## config.mk

```make
export PLATFORM = sky130hd
export DESIGN_NAME = mips_datapath_memory_load_align
export DESIGN_NICKNAME = d
export VERILOG_FILES = /design/src/rtl/mips_datapath_memory_load_align.sv
export SDC_FILE = /design/constraint.sdc
export NUM_CORES = 1
export LEC_CHECK = 0
export ABC_AREA = 1
export CORE_MARGIN = 8
export CORE_UTILIZATION = 46
export CTS_CLUSTER_DIAMETER = 50
export DETAILED_ROUTE_END_ITERATION = 7
export GPL_TIMING_DRIVEN = 0
export HOLD_SLACK_MARGIN = 0.03
export PLACE_DENSITY_LB_ADDON = 0.2
export REMOVE_ABC_BUFFERS = 1
export SLEW_MARGIN = 5
export SYNTH_ARGS = -nofsm -noshare
export SYNTH_HDL_FRONTEND = slang
export SYNTH_SLANG_ARGS = --single-unit
```

## constraint.sdc

```tcl
create_clock -name clock -period 2.8 [get_ports clock]
set_clock_uncertainty 0.15 [all_clocks]
set_input_delay 0.7 -clock clock [delete_from_list [all_inputs] [get_ports clock]]
set_output_delay 0.7 -clock clock [all_outputs]
set_load 0.01 [all_outputs]
```

## src/rtl/mips_datapath_memory_load_align.sv

```systemverilog
// Load formatter between the data-memory port and writeback: fetches one or two
// words, extracts little-endian bytes, zero/sign-extends. Optional build macro:
// MIPS_LOAD_ALIGN_MISALIGNED_EN services misaligned loads instead of faulting them.
module mips_datapath_memory_load_align #(
  parameter int WORD_WIDTH = 32,
  parameter int OFF_WIDTH  = $clog2(WORD_WIDTH / 8)
) (
  input  logic                  clock,
  input  logic                  reset_n,
  input  logic                  req_valid,
  output logic                  req_ready,
  input  logic [1:0]            req_size,
  input  logic                  req_signed,
  input  logic [OFF_WIDTH-1:0]  req_offset,
  output logic                  mem_req_valid,
  output logic                  mem_req_next,
  input  logic                  mem_rsp_valid,
  input  logic [WORD_WIDTH-1:0] mem_rsp_data,
  output logic                  out_valid,
  input  logic                  out_ready,
  output logic [WORD_WIDTH-1:0] out_data,
  output logic                  out_fault
);

  localparam int NB = WORD_WIDTH / 8;

  typedef enum logic [1:0] {IDLE, BEAT0, BEAT1, DONE} state_t;

  state_t                  state_q, state_d;
  logic [1:0]              size_q;
  logic                    sgn_q;
  logic [OFF_WIDTH-1:0]    off_q;
  logic [WORD_WIDTH-1:0]   word0_q;
  logic [WORD_WIDTH-1:0]   data_q;
  logic                    fault_q;
  logic                    req_reject;

  function automatic logic [OFF_WIDTH+1:0] nbytes(input logic [1:0] sz);
    case (sz)
      2'd1:    nbytes = (OFF_WIDTH+2)'(1);
      2'd2:    nbytes = (OFF_WIDTH+2)'(2);
      2'd3:    nbytes = (OFF_WIDTH+2)'(NB);
      default: nbytes = '0;
    endcase
  endfunction

  function automatic logic misaligned(input logic [1:0] sz, input logic [OFF_WIDTH-1:0] off);
    case (sz)
      2'd2:    misaligned = off[0];
      2'd3:    misaligned = |off;
      default: misaligned = 1'b0;
    endcase
  endfunction

  function automatic logic crosses(input logic [1:0] sz, input logic [OFF_WIDTH-1:0] off);
    crosses = ({2'b00, off} + nbytes(sz)) > (OFF_WIDTH+2)'(NB);
  endfunction

  // Treat {word1, word0} as one little-endian byte stream starting at the offset.
  function automatic logic [WORD_WIDTH-1:0] format(
    input logic [WORD_WIDTH-1:0] w0,
    input logic [WORD_WIDTH-1:0] w1,
    input logic [OFF_WIDTH-1:0]  off,
    input logic [1:0]            sz,
    input logic                  sgn
  );
    logic [2*WORD_WIDTH-1:0] cat;
    logic [WORD_WIDTH-1:0]   sel;
    cat = {w1, w0} >> {off, 3'b000};
    sel = cat[WORD_WIDTH-1:0];
    case (sz)
      2'd1:    format = {{(WORD_WIDTH-8){sgn & sel[7]}}, sel[7:0]};
      2'd2:    format = {{(WORD_WIDTH-16){sgn & sel[15]}}, sel[15:0]};
      2'd3:    format = sel;
      default: format = '0;
    endcase
  endfunction

`ifdef MIPS_LOAD_ALIGN_MISALIGNED_EN
  assign req_reject = 1'b0;
`else
  assign req_reject = misaligned(req_size, req_offset);
`endif

  assign req_ready     = (state_q == IDLE);
  assign mem_req_valid = (state_q == BEAT0) || (state_q == BEAT1);
  assign mem_req_next  = (state_q == BEAT1);
  assign out_valid     = (state_q == DONE);
  assign out_data      = data_q;
  assign out_fault     = fault_q;

  always_comb begin
    state_d = state_q;
    case (state_q)
      IDLE: begin
        if (req_valid) begin
          if (req_size == 2'd0 || req_reject) state_d = DONE;
          else                                state_d = BEAT0;
        end
      end
      BEAT0: begin
        if (mem_rsp_valid) state_d = crosses(size_q, off_q) ? BEAT1 : DONE;
      end
      BEAT1: begin
        if (mem_rsp_valid) state_d = DONE;
      end
      DONE: begin
        if (out_ready) state_d = IDLE;
      end
      default: state_d = IDLE;
    endcase
  end

  always_ff @(posedge clock or negedge reset_n) begin
    if (!reset_n) begin
      state_q <= IDLE;
      size_q  <= '0;
      sgn_q   <= 1'b0;
      off_q   <= '0;
      word0_q <= '0;
      data_q  <= '0;
      fault_q <= 1'b0;
    end else begin
      state_q <= state_d;
      case (state_q)
        IDLE: begin
          if (req_valid) begin
            size_q <= req_size;
            sgn_q  <= req_signed;
            off_q  <= req_offset;
            if (req_size == 2'd0 || req_reject) begin
              data_q  <= '0;
              fault_q <= req_reject;
            end
          end
        end
        BEAT0: begin
          if (mem_rsp_valid) begin
            word0_q <= mem_rsp_data;
            if (!crosses(size_q, off_q)) begin
              data_q  <= format(mem_rsp_data, {WORD_WIDTH{1'b0}}, off_q, size_q, sgn_q);
              fault_q <= 1'b0;
            end
          end
        end
        BEAT1: begin
          if (mem_rsp_valid) begin
            data_q  <= format(word0_q, mem_rsp_data, off_q, size_q, sgn_q);
            fault_q <= 1'b0;
          end
        end
        default: ;
      endcase
    end
  end

endmodule
```

==> results of run 1 <==
timing repair:
action | CTS | global route
cloned | 1 | 0
pin swaps | 2 | 0
buffers inserted | 4 | 5
gates resized for setup | 11 | 8
hold buffers | 0 | 0
setup endpoints to repair | 41 | 33
cells in the final DEF (no fill, tap or decap), types with 4 or more instances in the layout:
master | netlist | routed
nand2_2 | 5 | 8
a21oi_1 | 19 | 19
inv_1 | 49 | 47
nor2_1 | 28 | 28
clkdlybuf4s50_1 | 0 | 77
o21ai_0 | 43 | 43
buf_4 | 9 | 5
nand3_1 | 74 | 74
o211ai_1 | 5 | 5
o21ai_1 | 5 | 5
mux2_2 | 17 | 17
nand2_1 | 409 | 405
dfrtp_1 | 72 | 69
nand3_2 | 7 | 6
clkbuf_16 | 0 | 9
nor2_4 | 4 | 4
where the power goes:
group / switching [mW] / total, mW / internal (mW)
logic: 3.11 / 4.99 / 1.88
clock network: 0.429 / 1.03 / 0.605
registers: 0.401 / 1.93 / 1.52
sequential cells by signal, indices dropped and copies added (netlist names):
| signal | cells |
|---|---|
| size_q | 2 |
| sgn_q | 1 |
| state_q | 2 |
| out_fault | 1 |
| off_q | 2 |
| word0_q | 32 |
| out_data | 32 |
final cells by class:
cell class                 count  area (sq um)  area share (%)
clock inverter                 2         10.01          0.1572
clock buffer                  11         242.7           3.813
timing repair inverter         1         5.005         0.07862
timing repair buffer          90         952.2           14.96
sequential                    72          1813           28.48
multi-input combinational    631          2957           46.44
inverter                      52         207.7           3.263
tap                          143         178.9           2.811
kinds of logic (layout without fill, tap and decap cells):
logic type      count (synthesis)  count (layout)  synth area share (%)
compound gates                 74              74                 7.439
flops                          72              72                 34.44
mux                            17              17                 3.659
buf+inv                       101             156                 10.17
simple gates                  533             533                 42.48
fa+ha+maj                       7               7                 1.818
metal layers:
metal / GRT usage, % / share of wire (%)
met2: 36.73 / 49
met4: 11.50 / 3.1
met3: 3.772 / 7.3
met5: 0 / 0
met1: 25.61 / 41
how the worst max path moves through the flow:
stage                     startpoint            end
after CTS                   off_q[1]   out_data[16]
final                     state_q[0]  mem_req_valid
after global placement       reset_n     word0_q[5]
after global routing      state_q[0]  mem_req_valid
after detailed placement   size_q[1]    out_data[6]
after floorplan             off_q[0]    out_data[6]
through the flow:
step	utilization (%)	hold slack, ps	setup WS [ps]
2_1_floorplan	-	254.4	-320.4
3_3_place_gp	51.94	310.7	-1724
3_5_place_dp	52.66	314.9	-714.6
4_1_cts	55.87	158.5	3.223
5_1_grt	56.48	187.6	15.24
6_report	56.48	146.5	53.19
==> results_dict.tcl, run 1 <==
set metrics [dict create \
    h-tree-depth 3 \
    final_nets 906 \
    syn-cell-area_sq_um 5231 \
    crit_buf_inv 2 \
    fin_crit_ps 2747 \
    drive_gt1_share_pct 9.080 \
    placed_cell_area_sq_um 5936 \
    period_share_pct 98.10 \
    async_reset_ff_share_pct 100.0 \
    synth_edf_count 0 \
    drt-total-wl_um 16120 \
    via_per_inst 5.433 \
    dp.cells 979 \
    antenna_cells 0 \
    relSlewSlack_pct 41.03 \
    dr_total_vias 5444 \
    cts_num_sinks 72 \
    netlist-cell-type-count 27 \
    setup.worst_path.start_class "flop" \
    end_kind "output pin" \
    cp.required_ps 1950 \
    numCtsBuffers 9 \
    fin_tns_setup_ps 0 \
    yosysSeqAreaShare_pct 34.44 \
    grt_remaining_overflow 0 \
    r2r-end "out_data[9]" \
    reg2reg_depth 12 \
    p_total_mw 7.945 \
    finalHoldViolCount 0 \
    cts_buffer_depth 2 \
    die_area_sq_um 15040 \
    gr-usage-all-layers_pct 21.60 \
    initial_core_util_pct 46.41 \
    drt_iter0_markers 437 \
    design_area_sq_um 6366 \
    critical-path-max-stage-delay_ps 560 \
    worstPathArrival_ps 1900 \
    powerDensity_nw_per_um2 1248 \
    synth_area_per_cell_sq_um 6.507 \
    critPathTopFamily "buffers and inverters" \
    max_cap_viol_count 0 \
    fp.dieH_um 122.6 \
    grt_max_degree 61 \
    port_buffers 78 \
    p_leak_nw 3.333 \
    fin_cells 1002 \
    fmax_mhz 364.1 \
    worstMarginPinSlew_ps 881.3 \
    path_depth 3 \
    nFillCells 1065 \
    ys_ff_latch 72 \
    rsz0062_at_grt "no" \
    antenna_found_initial 0 \
    outcome "finished clean" \
    clkTransAtPathRegs_ps 50 \
    area.growth.synth_to_final_pct 21.69 \
    rrSetupSlack_ps 120 \
    setup_viol 0 \
    synth_area_leaders "dfrtp_1 (34%), nand2_1 (29%), nand3_1 (7.1%)" \
    cts_tree "yes" \
    cp_cell_sequence "inv_1 > ha_2 > clkdlybuf4s50_1" \
    netlist_instances 804 \
    grt_pass1_wl_um 25630 \
    ys.flop_type "dfrtp_1" \
    clkLatencyLatePin_ps 350 \
    cpMaxStageDelayCell "clkdlybuf4s50_1" \
    coreArea_sq_um 11270 \
    gp_congestion 0.8452 \
    synth_top_area_share_pct 34.44 \
    yosysMostFrequentCell "nand2_1" \
    grt_pass1_vias 5263 \
    hold_path_class "input port to async pin" \
    synth_top_cell_by_area "dfrtp_1" \
    route.detailed.drc 0 \
    die_width_um 122.6 \
    critPathKind "flop to output pin" \
    drt.antenna.violating_nets 0 \
    synthTopCellsByCount "nand2_1 (409), nand3_1 (74), dfrtp_1 (72)" \
    ioPinCount 79 \
    r2r_start "off_q[0]" \
    cts_root_buf "clkbuf_16" \
    ir_drop_mv 0.5812 \
    rows 39 \
    drv_slew 0 \
    dp_hpwl_um 9734 \
    yosys_warnings 0 \
    cp_max_fo 4 \
    drt_first_pass_iters 5 \
    post_drt_wl_per_cell_um 16.08 \
]
Power figures use the tool's default switching activity.
==> inputs of run 2 (changes only) <==
Clock period 2.8 ns to 2.2 ns, I/O delays scaled along.
==> run 2 against run 1 <==
  * Via count up 6.7%
  * Critical endpoint is now out_data[11]
  * Setup slack worse by 340 ps
  * Clock power is 29% higher
  * Global-route usage rose by 3.8 points
  * Combinational power grew 62%
  * Routed wire length rose by 15%
  * The flow now finishes with violations (setup timing)
  * Die area unchanged
==> results_dict.tcl, run 2 (synthesized netlist as in run 1, its figures left out) <==
set metrics [dict create \
    powerDensity_nw_per_um2 1715 \
    mostFrequentLayoutCells "nand2_1 (359), nand3_1 (74), clkdlybuf4s50_1 (73)" \
    p_leak_nw 3.626 \
    grt_pass1_wl_um 29410 \
    final_nets 933 \
    setup.worst_path.start_class "flop" \
    grt_max_degree 61 \
    r2r_start "size_q[1]" \
    final_common_cell "nand2_1" \
    numCtsBuffers 9 \
    worstMarginPinSlew_ps 882.2 \
    clkLatencyLatePin_ps 350 \
    die_area_sq_um 15040 \
    fin_cells 1029 \
    gp_congestion 0.8452 \
    use_met2_pct 41.99 \
    coreArea_sq_um 11270 \
    ioPinCount 79 \
    port_buffers 78 \
    nFillCells 989 \
    fin_crit_ps 2488 \
    cts_root_buf "clkbuf_16" \
    top_usage_layer "met2" \
    cp.required_ps 2290 \
    grt_remaining_overflow 0 \
    dp.cells 979 \
    rrSetupSlack_ps -290 \
    antenna_found_initial 0 \
    via_per_inst 5.647 \
    initial_core_util_pct 46.41 \
    finalHoldViolCount 0 \
    drive_gt1_share_pct 17.83 \
    clkTransAtPathRegs_ps 60 \
    use_met1_pct 28.75 \
    violations "setup timing" \
    reg2reg_depth 14 \
    rsz0062_at_grt "yes" \
    fp.dieH_um 122.6 \
    critPathKind "flop to flop" \
    use_met3_pct 5.566 \
    route.detailed.drc 0 \
    outcome "finished with violations" \
    ir_drop_mv 0.7644 \
    hold_slack_ps 334.4 \
    rows 39 \
    die_width_um 122.6 \
    worstHoldStart "out_data[9]" \
    whs_path_depth 2 \
    setup_ws_ps -287.7 \
    antenna_cells 0 \
    period_share_pct 113.1 \
    drt_first_pass_iters 6 \
    dr_total_vias 5811 \
    cts_num_sinks 72 \
    dp_hpwl_um 9734 \
    drt_iter0_markers 505 \
    post_drt_wl_per_cell_um 17.96 \
    cts_buffer_depth 2 \
    setup_viol 34 \
    relSlewSlack_pct 40.97 \
    area.growth.synth_to_final_pct 32.77 \
    r2r-end "out_data[11]" \
    multi_input_area_sq_um 3313 \
    grt_pass1_vias 5827 \
    cts_tree "yes" \
    fmax_mhz 402.0 \
    drt.antenna.violating_nets 0 \
    drt-total-wl_um 18480 \
    hold_path_class "flop to flop" \
    drv_slew 0 \
    seqCellArea_sq_um 1814 \
    max_cap_viol_count 0 \
    h-tree-depth 3 \
    cp_max_fo 7 \
    whs_endpoint "out_data[9]" \
    end_kind "flop" \
    gr-usage-all-layers_pct 25.41 \
    worstPathArrival_ps 2570 \
]
## run 2: cell types whose count changed in the layout (fill, tap and decap cells not counted), moves of 5 or more
cell | previous run | this run
inv_1 | 47 | 42
nand2_2 | 8 | 42
nand2_8 | 1 | 8
nand2_1 | 405 | 359
nand2_4 | 1 | 13
buf_4 | 5 | 17
## run 2: what timing repair did
item,CTS,global route
cloned,10,0
gates resized for setup,79,35
endpoints found under the hold margin,32,0
setup endpoints to repair,70,33
hold buffers,1,0
buffers inserted,27,2
pin swaps,25,17
## run 2: power breakdown
part,internal [mW],leakage [nW],switching [mW]
Clock,0.770,0.127,0.564
Sequential,1.94,0.907,0.555
Combinational,3.04,2.59,5.04
## run 2: through the flow
step                      setup TNS, ps  worst slack, ps  cell area (sq um)  util [%]  total power, mW
after floorplan                  -55230           -920.4               4895         -            6.136
after global placement          -288350            -2174               5854     51.94            7.991
after detailed placement         -55830            -1315               5936     52.66            8.191
after CTS                         -6372           -230.4               6890     61.13            11.59
after global routing             -11150           -363.4               6945     61.62            12.68
final                             -8189           -287.7               6945     61.62            11.91
## run 2: worst max-delay path by stage
stage	start	endpoint	slack, ps	cells after the start
2_1_floorplan	off_q[0]	out_data[6]	-920	10
3_3_place_gp	reset_n	word0_q[5]	-2170	1
3_5_place_dp	size_q[1]	out_data[6]	-1310	12
4_1_cts	off_q[0]	out_data[11]	-230	12
5_1_grt	size_q[1]	out_data[6]	-360	15
6_report	size_q[1]	out_data[11]	-290	14
## run 2: worst max-delay path, cell delays in order, from the launching register on
cell and delay (ps):
dfrtp_4 490, inv_8 50, nand2_4 50, inv_2 40, ha_4 150, fa_1 490
inv_1 50, nand2_1 80, nand3_2 70, nand2_2 90, nand2_4 70, nand3_4 100
clkinvlp_4 250, nand2_1 160, nand2_1 70
## run 2: cell type report
type	count	share of cell area (%)
timing repair inverter	1	0.07206
clock inverter	2	0.1441
inverter	52	3.189
multi-input combinational	638	47.70
timing repair buffer	110	16.70
sequential	72	26.12
tap	143	2.576
clock buffer	11	3.495
## run 2: metal layers
layer	routed length, um	up-vias
met3	1980	68
met4	876	0
li1	-	2696
met1	6896	2692
met2	8723	355
met5	0	-
==> inputs of run 3 (changes only) <==
Settings changed: CORE_UTILIZATION 46 to 55, SLEW_MARGIN 5 to 20.
Clock period 2.2 ns to 2.47 ns, I/O delays scaled along.
==> run 3 against run 2 <==
  * The flow still finishes with violations (setup timing)
  * Setup slack gained 210 ps
  * Core utilization up 11 points
  * Critical path depth unchanged
  * Clock power is 31% lower
  * Worst hold slack worse by 4.0 ps
  * Non-clock buffer count down 2
  * Die area fell by 14%
  * Final area shrank 4.0%
  * Combinational power is 18% lower
  * Critical endpoint is now out_data[27]
==> results_dict.tcl, run 3 (synthesized netlist as in run 1, its figures left out) <==
set metrics [dict create \
    outcome "finished with violations" \
    violations "setup timing" \
    p_clk_share_pct 9.4 \
    relSlewSlack_pct 39.39 \
    via_per_inst 5.742 \
    seqPwrFrac_pct 22.9 \
    setup.worst_path.start_class "flop" \
    antenna_cells 0 \
    crit_path_start "state_q[1]" \
    cp_max_fo 16 \
    cts_tree "yes" \
    fp.dieH_um 113.5 \
    cts_buffer_depth 2 \
    coreArea_sq_um 9240 \
    crit_buf_inv 5 \
    critPathTopFamily "simple AND/OR/NAND/NOR gates" \
    finalHoldViolCount 0 \
    setup_viol 19 \
    rsz0062_at_grt "yes" \
    mostFrequentLayoutCells "nand2_1 (381), nand3_1 (74), clkdlybuf4s50_1 (74)" \
    drt_first_pass_iters 5 \
    critPathKind "flop to flop" \
    grt_pass1_vias 5627 \
    period_share_pct 103.2 \
    post_drt_wl_per_cell_um 17.32 \
    hold_path_class "flop to flop" \
    path_common_cell "nand2_1" \
    drive_gt1_share_pct 14.89 \
    worstPathArrival_ps 2690 \
    setup_ws_ps -79.24 \
    antenna_found_initial 0 \
    worstMarginPinSlew_ps 905.8 \
    gr-usage-all-layers_pct 26.18 \
    clkLatencyLatePin_ps 360 \
    switching_power_mw 4.982 \
    fin_crit_ps 2549 \
    grt_pass1_wl_um 27370 \
    drt.antenna.violating_nets 0 \
    cts_num_sinks 72 \
    die_width_um 113.5 \
    dp_hpwl_um 9751 \
    end_kind "flop" \
    p_sw_share_pct 51.07 \
    p_int_mw 4.773 \
    p_comb_share_pct 67.7 \
    ioPinCount 79 \
    grt_remaining_overflow 0 \
    area.growth.synth_to_final_pct 27.51 \
    rows 35 \
    path_depth 14 \
    die_area_sq_um 12890 \
    r2r-end "out_data[27]" \
    final_nets 926 \
    grt_max_degree 61 \
    cp_cell_sequence "buf_4 > ha_4 > buf_4 > nand2_1 > nand2_1 > nor2_1 > nand2_1 > inv_2 > nand3_4 > nor2_4 > buf_12 > buf_12 > nand2_2 > nand2_1" \
    r2r_start "state_q[1]" \
    drv_slew 0 \
    powerDensity_nw_per_um2 1462 \
    hold_slack_ps 330.4 \
    port_buffers 78 \
    p_leak_nw 3.550 \
    h-tree-depth 3 \
    critical-path-max-stage-delay_ps 400 \
    design_area_sq_um 6670 \
    ir_drop_mv 0.6310 \
    drt-total-wl_um 17470 \
    worstHoldStart "out_data[7]" \
    initial_core_util_pct 56.61 \
    endpoint "out_data[27]" \
    reg2reg_depth 14 \
    rrSetupSlack_ps -80 \
    route.detailed.drc 0 \
    fin_tns_setup_ps -945.4 \
    fmax_mhz 392.3 \
    max_cap_viol_count 0 \
    numCtsBuffers 9 \
    pre_cts_slack_ps -921.0 \
    gp_congestion 0.8446 \
    final_common_cell "nand2_1" \
    cpMaxStageDelayCell "dfrtp_1" \
    drt_iter0_markers 640 \
    cp.required_ps 2610 \
    dr_total_vias 5794 \
    cts_root_buf "clkbuf_8" \
    clkTransAtPathRegs_ps 80 \
    placed_cell_area_sq_um 5973 \
]
## run 3: worst min-delay path by stage
stage	end	slack [ps]	depth (start not counted)
finish	out_data[7]	330	2
global route	out_data[16]	360	2
CTS	out_data[23]	330	2
detailed placement	out_data[15]	310	2
global placement	out_data[31]	310	2
floorplan	off_q[0]	170	0
## run 3: stage by stage
step | std cells | utilization [%] | power, mW
CTS | 1005 | 70.87 | 9.243
detailed placement | 967 | 64.64 | 7.348
finish | 1009 | 72.19 | 9.754
global route | 1009 | 72.19 | 10.41
global placement | 962 | 63.17 | 7.030
floorplan | 755 | - | 5.465
## run 3: final cells by class
cell class              count  area [sq um]
multi-input cells         633          3107
well taps                 129         161.4
flip-flops and latches     72          1814
repair inverters            1         5.005
inverters                  52         217.7
repair buffers            108          1190
clock inverters             4         47.55
clock buffers              10         127.6
fillers                   721          2570
## run 3: tightest hold or removal path, cell delays in order, from the launching register on
cell,delay [ps]
dfrtp_1,350
nand2_1,50
nand2_1,50
## run 3: repair_timing
item / in CTS / in global routing
setup endpoints to repair: 37 / 34
hold buffers: 1 / 0
hold endpoints to repair: 14 / 0
pin swaps: 4 / 21
cloned: 5 / 1
setup buffers: 18 / 5
resized for setup: 34 / 41
## run 3: per-layer routing
layer  wire (um)  track usage (%)
met1        6440            30.64
met2        8224            42.68
met3        1831            5.705
met4         974            16.87
met5           0                0
## run 3: power groups by stage
| stage | registers (mW) | logic, mW | clock network (mW) |
|---|---|---|---|
| 2_1_floorplan | 2.25 | 3.21 | 0 |
| 3_3_place_gp | 2.27 | 4.76 | 0 |
| 3_5_place_dp | 2.22 | 5.13 | 0 |
| 4_1_cts | 2.16 | 6.16 | 0.916 |
| 5_1_grt | 2.29 | 7.17 | 0.956 |
| 6_report | 2.24 | 6.61 | 0.913 |
